$ cat config.mk
export PLATFORM = sky130hd
export DESIGN_NAME = pipe_reg_n
export DESIGN_NICKNAME = d
export VERILOG_FILES = /design/src/rtl/pipe_reg_n.sv
export SDC_FILE = /design/constraint.sdc
export NUM_CORES = 1
export LEC_CHECK = 0
export CORE_MARGIN = 2
export CORE_UTILIZATION = 45
export DETAILED_ROUTE_END_ITERATION = 12
export PLACE_DENSITY = 0.8
export SYNTH_ARGS = -nofsm -noshare
export SYNTH_HDL_FRONTEND = slang
export SYNTH_HIERARCHICAL = 1
export SYNTH_SLANG_ARGS = --single-unit
$ cat constraint.sdc
create_clock -name clock -period 1.8 [get_ports clock]
set_input_delay 0.54 -clock clock [delete_from_list [all_inputs] [get_ports clock]]
set_output_delay 0.54 -clock clock [all_outputs]
set_load 0.01 [all_outputs]
$ cat src/rtl/pipe_reg_n.sv
// Elastic register pipeline of DEPTH valid/ready stages with bubble collapsing, stall and flush.
// Define PIPE_REG_N_SKID_EN to add a one-entry input skid that cuts the out_ready -> in_ready path.

module pipe_reg_n_stage #(
    parameter int WIDTH = 32
) (
    input  logic             clock,
    input  logic             reset,
    input  logic             enable,
    input  logic             flush,
    input  logic             load,
    input  logic             up_valid,
    input  logic [WIDTH-1:0] up_data,
    output logic             valid,
    output logic [WIDTH-1:0] data
);
    // Data only moves with a valid word so q stays put while bubbles pass through.
    always_ff @(posedge clock) begin
        if (reset) begin
            valid <= 1'b0;
            data  <= '0;
        end else if (flush) begin
            valid <= 1'b0;
        end else if (enable && load) begin
            valid <= up_valid;
            if (up_valid) data <= up_data;
        end
    end
endmodule

module pipe_reg_n #(
    parameter int WIDTH = 32,
    parameter int DEPTH = 2
) (
    input  logic                        clock,
    input  logic                        reset,
    input  logic                        enable,
    input  logic                        flush,
    input  logic                        in_valid,
    output logic                        in_ready,
    input  logic [WIDTH-1:0]            d,
    output logic                        out_valid,
    input  logic                        out_ready,
    output logic [WIDTH-1:0]            q,
    output logic [$clog2(DEPTH+2)-1:0]  occupancy
);
    localparam int OW = $clog2(DEPTH+2);

    logic [DEPTH-1:0]            v;
    logic [DEPTH-1:0]            open;
    logic [DEPTH-1:0][WIDTH-1:0] r;
    logic [DEPTH-1:0]            up_v;
    logic [DEPTH-1:0][WIDTH-1:0] up_r;
    logic                        in_fire;
    logic                        src_valid;
    logic [WIDTH-1:0]            src_data;

    // A stage is open unless it and every stage below it are full with the sink stalled.
    always_comb begin
        logic all_full;
        all_full = ~out_ready;
        open     = '0;
        for (int i = DEPTH-1; i >= 0; i--) begin
            all_full = all_full & v[i];
            open[i]  = ~all_full;
        end
    end

`ifdef PIPE_REG_N_SKID_EN
    logic             sv;
    logic [WIDTH-1:0] sr;

    assign in_ready  = enable & ~sv & ~flush;
    assign in_fire   = in_valid & in_ready;
    assign src_valid = sv | in_fire;
    assign src_data  = sv ? sr : d;

    // The skid only fills when stage 0 is blocked, and drains ahead of new input.
    always_ff @(posedge clock) begin
        if (reset) begin
            sv <= 1'b0;
            sr <= '0;
        end else if (flush) begin
            sv <= 1'b0;
        end else if (enable) begin
            if (open[0]) begin
                sv <= 1'b0;
            end else if (in_fire) begin
                sv <= 1'b1;
                sr <= d;
            end
        end
    end
`else
    assign in_ready  = enable & ~flush & open[0];
    assign in_fire   = in_valid & in_ready;
    assign src_valid = in_fire;
    assign src_data  = d;
`endif

    always_comb begin
        up_v[0] = src_valid;
        up_r[0] = src_data;
        for (int i = 1; i < DEPTH; i++) begin
            up_v[i] = v[i-1];
            up_r[i] = r[i-1];
        end
    end

    genvar g;
    generate
        for (g = 0; g < DEPTH; g++) begin : g_stage
            pipe_reg_n_stage #(.WIDTH(WIDTH)) u_stage (
                .clock    (clock),
                .reset    (reset),
                .enable   (enable),
                .flush    (flush),
                .load     (open[g]),
                .up_valid (up_v[g]),
                .up_data  (up_r[g]),
                .valid    (v[g]),
                .data     (r[g])
            );
        end
    endgenerate

    assign out_valid = v[DEPTH-1] & enable & ~flush;
    assign q         = r[DEPTH-1];

    always_comb begin
        occupancy = '0;
        for (int i = 0; i < DEPTH; i++) occupancy = occupancy + OW'(v[i]);
`ifdef PIPE_REG_N_SKID_EN
        occupancy = occupancy + OW'(sv);
`endif
    end
endmodule

# Yosys cells after proc, flatten, opt, wreduce, memory -nomap -nowiden
# Index checks and enable logic that the tools add are counted.
# totals
out_inout_bits,36
input_bits,38
word_cells,21
ff_bits,66
# classes
n_addsub,1
reduce_logical,5
bitwise_logic,11
# ops
cell,n
AND 1 bit,7
AND reduction 3 bit,2
NOT 1 bit,4
adder 1 x 1 -> 2 bit,1
logical AND 1 bit,2
OR reduction 2 bit,1

# Depth between registers and ports, before layout
# Gate-level depths: netlist of the first run.
# logic_depth
ltp_word,7
depth_mapped,6
ltp_nobuf,4

# By module
# Netlist of the first run, hierarchy kept.
# by_module_without_submodules
module,seq_area_each_um2,area_per_inst_um2,cells_each,n_inst
pipe_reg_n_stage,660.6,1512.7,144,2
pipe_reg_n,0.0,67.6,6,1

# Worst setup path after synthesis of the first run
# Ideal clock, no wire load.
# synth_timing
kind,input to register
start,input out_ready
end,register g_stage[0].u_stage.data[0]
cell_stages,6
setup_time_ps,118
path_buffers,2
slack_ps,206
t_arrival_ps,1476
required_ps,1682
cell_sequence,nand3b_4 -> and4b_1 -> and4b_1 -> buf_6 -> buf_12 -> mux2i_1
# synth_between
elab_chain_cells,7
word_cells_on_any_way,8
classes_between,bitwise (6); reduce/logical (2)
# synth_rtl
element,line_no,source
"start, declared",43,"input logic out_ready,"
NOT 1 bit,61,all_full = ~out_ready;
AND 1 bit (2 in series),64,all_full = all_full & v[i];
NOT 1 bit,65,open[i] = ~all_full;
AND 1 bit,95,assign in_ready = enable & ~flush & open[0];
AND 1 bit,96,assign in_fire = in_valid & in_ready;
via in_fire,54,logic in_fire;
AND reduction 3 bit (no source line),-,
"end signal, assigned",26,if (up_valid) data <= up_data;
"end, declared",15,output logic [WIDTH-1:0] data
# The timed path passes the listed nets, and every way through them passes these cells.
# A chain may end at the register's enable or synchronous reset.

# Final worst setup path of the first run
# layout_timing
start,input out_ready
end,output in_ready
# layout_between
elab_chain_cells,5
# layout_rtl
element,line_no,source
NOT 1 bit,61,
AND 1 bit (2 in series),64,
NOT 1 bit,65,
via open[0],50,logic [DEPTH-1:0] open;
AND 1 bit,95,
"end, declared",40,"output logic in_ready,"
# The timed path passes the listed nets, and every way through them passes these cells.

==> flow_summary.yaml, run 1 <==
worst_setup_path:
  cp_data_required_time_ns: 1.26
  critPathArrivalTime_ns: 1.23
  worstSetupPathType: "input pin to output pin"
  cp_max_fo: 2
  start_kind: "input pin"
  critPathCaptureType: "output pin"
sta:
  period_needed_ns: 1.771
  skew_ns: 0.01001
  relSlewSlack: 0.7901
  worstMarginPinSlew_ns: 0.3148
  period_share: 0.9838
  clock.fmax_mhz: 564.7
  slew_viol_final: 0
  finalHoldViolCount: 0
  setup_viol: 0
  rsz0062_at_grt: "no"
  tns_ns: 0
clock_network:
  cts.sinks: 66
  hold_buffers: 0
  cts_buffers: 9
  clockBufferDepth: 2
  cts_root_buffer: "clkbuf_8"
  clk-insertion-delay-late_ns: 0.33
  h-tree-depth: 3
  path_clk_slew_ns: 0.07
  tritoncts: "done"
worst_hold_path:
  hold_class: "register to register"
drt:
  wl_per_cell_microns: 12.46
  ant_nets: 0
  wirelength_microns: 5632
  avgViaCountPerCell: 4.746
  vias: 2145
  drtIter0Drc: 51
  dr.pass1.iters: 4
  drcViolationCount: 0
job:
  maxCapViolCount: 0
pwr:
  leakagePower_nw: 1.548
  p_per_area_nw_per_um2: 743.8
  peakVddDrop_v: 0.0004358
yosys:
  yosysSeqAreaShare: 0.4272
  synthDistinctLibCells: 15
  synth_area_sq_um: 3093
  synth_top_cell_area_share: 0.4272
  synth_nets: 333
  yosys_warnings: 6
  synth.avg_cell_area_sq_um: 10.52
  ys_ff_latch: 66
  synth_area_leader_cell: "dfxtp_1"
  synth_cells: 294
  synthTopCellsByArea: "dfxtp_1 43%, nand2b_1 26%, mux2i_1 21%"
placement:
  dp_cells: 436
  io_buffer_count: 73
  post-dp-hpwl_microns: 3844
  gp_congestion: 0.6940
floorplan:
  io_pins: 74
  dieArea_sq_um: 7552
  fp.dieH_microns: 86.91
  die_w_microns: 86.91
  initial_utilization: 0.4603
  num_rows: 30
  core_area_sq_um: 6719
layout:
  antenna_cells: 0
  layout_commonest_cell: "nand2b_1"
  drive_above_1_share: 0.1022
  final_cells: 452
  most-common-layout-cells: "128 x nand2b_1, 64 x mux2i_1, 64 x dfxtp_1"
  layout.nets: 406
  syn_to_final_growth_pct: 32.32
  fillerInstances: 578
status:
  status: "completed"
grt:
  grt_pass1_wl_microns: 9204
  grt_overflow: 0
  grt_max_degree: 50
  first_global_vias: 2106
  track_usage: 0.1537
  antenna_found_initial: 0
==> power by group <==
part           internal [mW]  switching (mW)  total (mW)
Clock                  0.777           0.580        1.36
Combinational          0.146          0.0702       0.216
Sequential              1.47         0.00545        1.47
Total                   2.39           0.655        3.04
==> layer usage <==
layer,up-vias,track usage,wire [microns]
met5,-,0,0
met4,0,0.07670,96
met3,8,0.02654,191
met2,46,0.2595,2767
met1,986,0.1880,2577
li1,1105,-,-
==> kinds of logic (layout without fill, tap and decap cells) <==
group | Yosys count | in the layout | synth area share
AO/OA/AOI/OAI | 4 | 4 | 0.01133
flip-flops | 66 | 66 | 0.4272
AND/OR/NAND/NOR | 137 | 137 | 0.2864
multiplexers | 64 | 64 | 0.2071
adder cells (fa/ha/maj) | 1 | 1 | 0.004045
buffers and inverters | 22 | 100 | 0.06392
==> worst max-delay path, cell delays in order <==
cell	delay, ns
dlygate4sd2_1	0.25
nand3b_4	0.15
and3b_1	0.16
buf_2	0.13
==> cells in the mapped netlist (all sizes together) <==
library cell,number
a211oi,2
dfxtp,66
and4b,3
nand3,2
nand2b,128
and3b,2
ha,1
or2b,1
a21bo,2
mux2i,64
buf,10
clkbuf,12
nand3b,1
==> through the flow <==
| step | hold WS (ns) | worst slack [ns] | area [sq um] | power, mW | utilization |
|---|---|---|---|---|---|
| after floorplan | 0.4491 | 0.2056 | 3093 | 1.620 | - |
| after global placement | 0.4570 | -0.5546 | 3869 | 1.727 | 0.5758 |
| after detailed placement | 0.4625 | -0.6014 | 3869 | 1.730 | 0.5758 |
| after CTS | 0.4743 | 0.002610 | 4078 | 3.082 | 0.6069 |
| after global routing | 0.4937 | 0.0006585 | 4093 | 3.162 | 0.6091 |
| final | 0.4712 | 0.02912 | 4093 | 3.044 | 0.6091 |
==> worst paths after layout <==
path,endpoint,cells past startpoint,slack [ns],from
max,in_ready,4,0.03,out_ready
min,g_stage[1].u_stage/data[20]$_SDFFE_PP0P_,2,0.47,g_stage[1].u_stage/data[20]$_SDFFE_PP0P_
max reg2reg,g_stage[0].u_stage/data[3]$_SDFFE_PP0P_,6,0.21,g_stage[0].u_stage/valid$_SDFFE_PP0P_
min reg2reg,g_stage[1].u_stage/data[20]$_SDFFE_PP0P_,2,0.47,g_stage[1].u_stage/data[20]$_SDFFE_PP0P_
==> repair_timing <==
item	4_1_cts	5_1_grt
resized for setup	19	9
pin swaps	0	1
gates cloned	0	0
setup buffers	0	0
endpoints found under the setup margin	37	10
==> state kept, by name, summed over array words and instances, names as in the netlist <==
register               count
g_stage.u_stage/data      64
g_stage.u_stage/valid      2
==> area by class of cell <==
class                   instances  area (sq um)  share of cell area
well taps                      80         100.1             0.02446
clock buffers                   9         123.9             0.03027
repair buffers                 84         869.6              0.2125
clock inverters                 7         93.84             0.02293
flip-flops and latches         66          1329              0.3247
multi-input cells             206          1577              0.3852
Power figures use the tool's default switching activity.
==> inputs of run 2 (changes only) <==
- CORE_UTILIZATION: 45 -> 50
- PLACE_DENSITY: 0.8 -> 0.87
==> flow_summary.yaml, run 2 (synthesis gave the netlist of run 1 again) <==
layout:
  top_register: "g_stage.u_stage/data"
  antenna_cells: 0
  postLayoutCoreUtil: 0.6821
  most-common-layout-cells: "128 x nand2b_1, 64 x mux2i_1, 64 x dfxtp_1"
  layout_commonest_cell: "nand2b_1"
  syn_to_final_growth_pct: 31.35
  final_cells: 445
  layout.nets: 404
  largest_reg_flops: 64
  largest_registers: "g_stage.u_stage/data: 64 flops, g_stage.u_stage/valid: 2 flops"
  drive_above_1_share: 0.09189
floorplan:
  num_rows: 28
  dieArea_sq_um: 6831
  fp.dieH_microns: 82.65
  core_area_sq_um: 5956
  io_pins: 74
  initial_utilization: 0.5193
  die_w_microns: 82.65
pwr:
  peakVddDrop_v: 0.0005589
  leakagePower_nw: 1.714
  p_per_area_nw_per_um2: 692.2
worst_setup_path:
  max_stage_delay_ns: 0.54
  worstSetupPathType: "register to output pin"
  path_cells: "clkdlybuf4s50_1"
  critPathCaptureType: "output pin"
  start_kind: "register"
  critPathArrivalTime_ns: 1.21
  cp_data_required_time_ns: 1.26
  slowest_stage: "clkdlybuf4s50_1"
  cp_max_fo: 2
  cp_top_family: "buffers and inverters"
  path_buf_inv: 1
clock_network:
  tritoncts: "done"
  clk-insertion-delay-late_ns: 0.33
  path_clk_slew_ns: 0.07
  cts.sinks: 66
  cts_buffers: 9
  post_cts_buffers: 0
  cts_root_buffer: "clkbuf_8"
  h-tree-depth: 3
  clockBufferDepth: 2
worst_hold_path:
  hold_class: "register to register"
status:
  status: "completed"
drt:
  drtIter0Drc: 61
  wirelength_microns: 5535
  drcViolationCount: 0
  vias: 2120
  avgViaCountPerCell: 4.764
  wl_per_cell_microns: 12.44
  ant_nets: 0
  dr.pass1.iters: 4
grt:
  antenna_found_initial: 0
  grt_overflow: 0
  grt_pass1_wl_microns: 8976
  first_global_vias: 2061
  track_usage: 0.1745
  grt_max_degree: 131
sta:
  relSlewSlack: 0.7676
  rsz0062_at_grt: "no"
  period_needed_ns: 1.745
  slew_viol_final: 0
  skew_ns: 0.005838
  period_share: 0.9697
  clock.fmax_mhz: 572.9
  setup_viol: 0
  finalHoldViolCount: 0
  worstMarginPinSlew_ns: 0.3486
placement:
  gp_congestion: 0.6861
  post-dp-hpwl_microns: 3686
  io_buffer_count: 73
  dp_cells: 429
job:
  maxCapViolCount: 0
-- run 2: cell types whose count changed in the layout (fill, tap and decap cells not counted), moves of 2 or more --
cell,before,now
dlymetal6s2s_1,8,18
clkbuf_8,9,12
bufinv_16,2,0
buf_4,6,4
clkdlybuf4s50_1,56,46
clkbuf_1,0,2
clkinvlp_4,2,0
-- run 2: timing repair --
item,CTS,global route
hold buffers,0,0
setup endpoints to repair,37,20
endpoints found under the hold margin,0,0
resized for setup,19,20
pin swaps,0,1
-- run 2: layout make-up --
type	instances	area, sq um
Sequential cell	66	1329
Timing Repair Buffer	82	880.8
Tap cell	75	93.84
Fill cell	484	1893
Multi-Input combinational cell	206	1577
Clock buffer	14	172.7
Clock inverter	2	10.01
-- run 2: final timing paths --
path	start	depth (start not counted)	slack, ns	end
worst max register to register	g_stage[1].u_stage/valid$_SDFFE_PP0P_	6	0.24	g_stage[0].u_stage/data[12]$_SDFFE_PP0P_
worst min register to register	g_stage[0].u_stage/data[13]$_SDFFE_PP0P_	2	0.47	g_stage[1].u_stage/data[13]$_SDFFE_PP0P_
worst max-delay path	g_stage[1].u_stage/data[31]$_SDFFE_PP0P_	1	0.05	q[31]
worst min-delay path	g_stage[0].u_stage/data[13]$_SDFFE_PP0P_	2	0.47	g_stage[1].u_stage/data[13]$_SDFFE_PP0P_
-- run 2: report_power, final --
group	internal (mW)	total, mW	switching (mW)	leakage [nW]
Sequential	1.47	1.47	0.00516	0.534
Combinational	0.141	0.211	0.0691	1.08
Clock	0.610	1.13	0.520	0.0965
-- run 2: metal layers --
layer	track usage	routed length, microns
met5	0	0
met4	0.08361	53
met3	0.04674	257
met2	0.3032	2757
met1	0.1977	2467
-- run 2: through the flow --
| step | power [mW] | worst slack (ns) | TNS, ns | instance area, sq um | hold WS (ns) |
|---|---|---|---|---|---|
| floorplan | 1.620 | 0.2056 | 0 | 3093 | 0.4491 |
| global placement | 1.719 | -0.5540 | -16.75 | 3847 | 0.4570 |
| detailed placement | 1.724 | -0.6035 | -20.72 | 3847 | 0.4616 |
| CTS | 2.866 | 0.004885 | 0 | 4021 | 0.4727 |
| global route | 2.945 | 0.0007128 | 0 | 4063 | 0.4890 |
| finish | 2.812 | 0.05457 | 0 | 4063 | 0.4664 |
==> inputs of run 3 (changes only) <==
- SKIP_LAST_GASP: not set -> 1
==> results of run 3 <==
No change in the layout: final DEF, timing and power equal those of run 2.
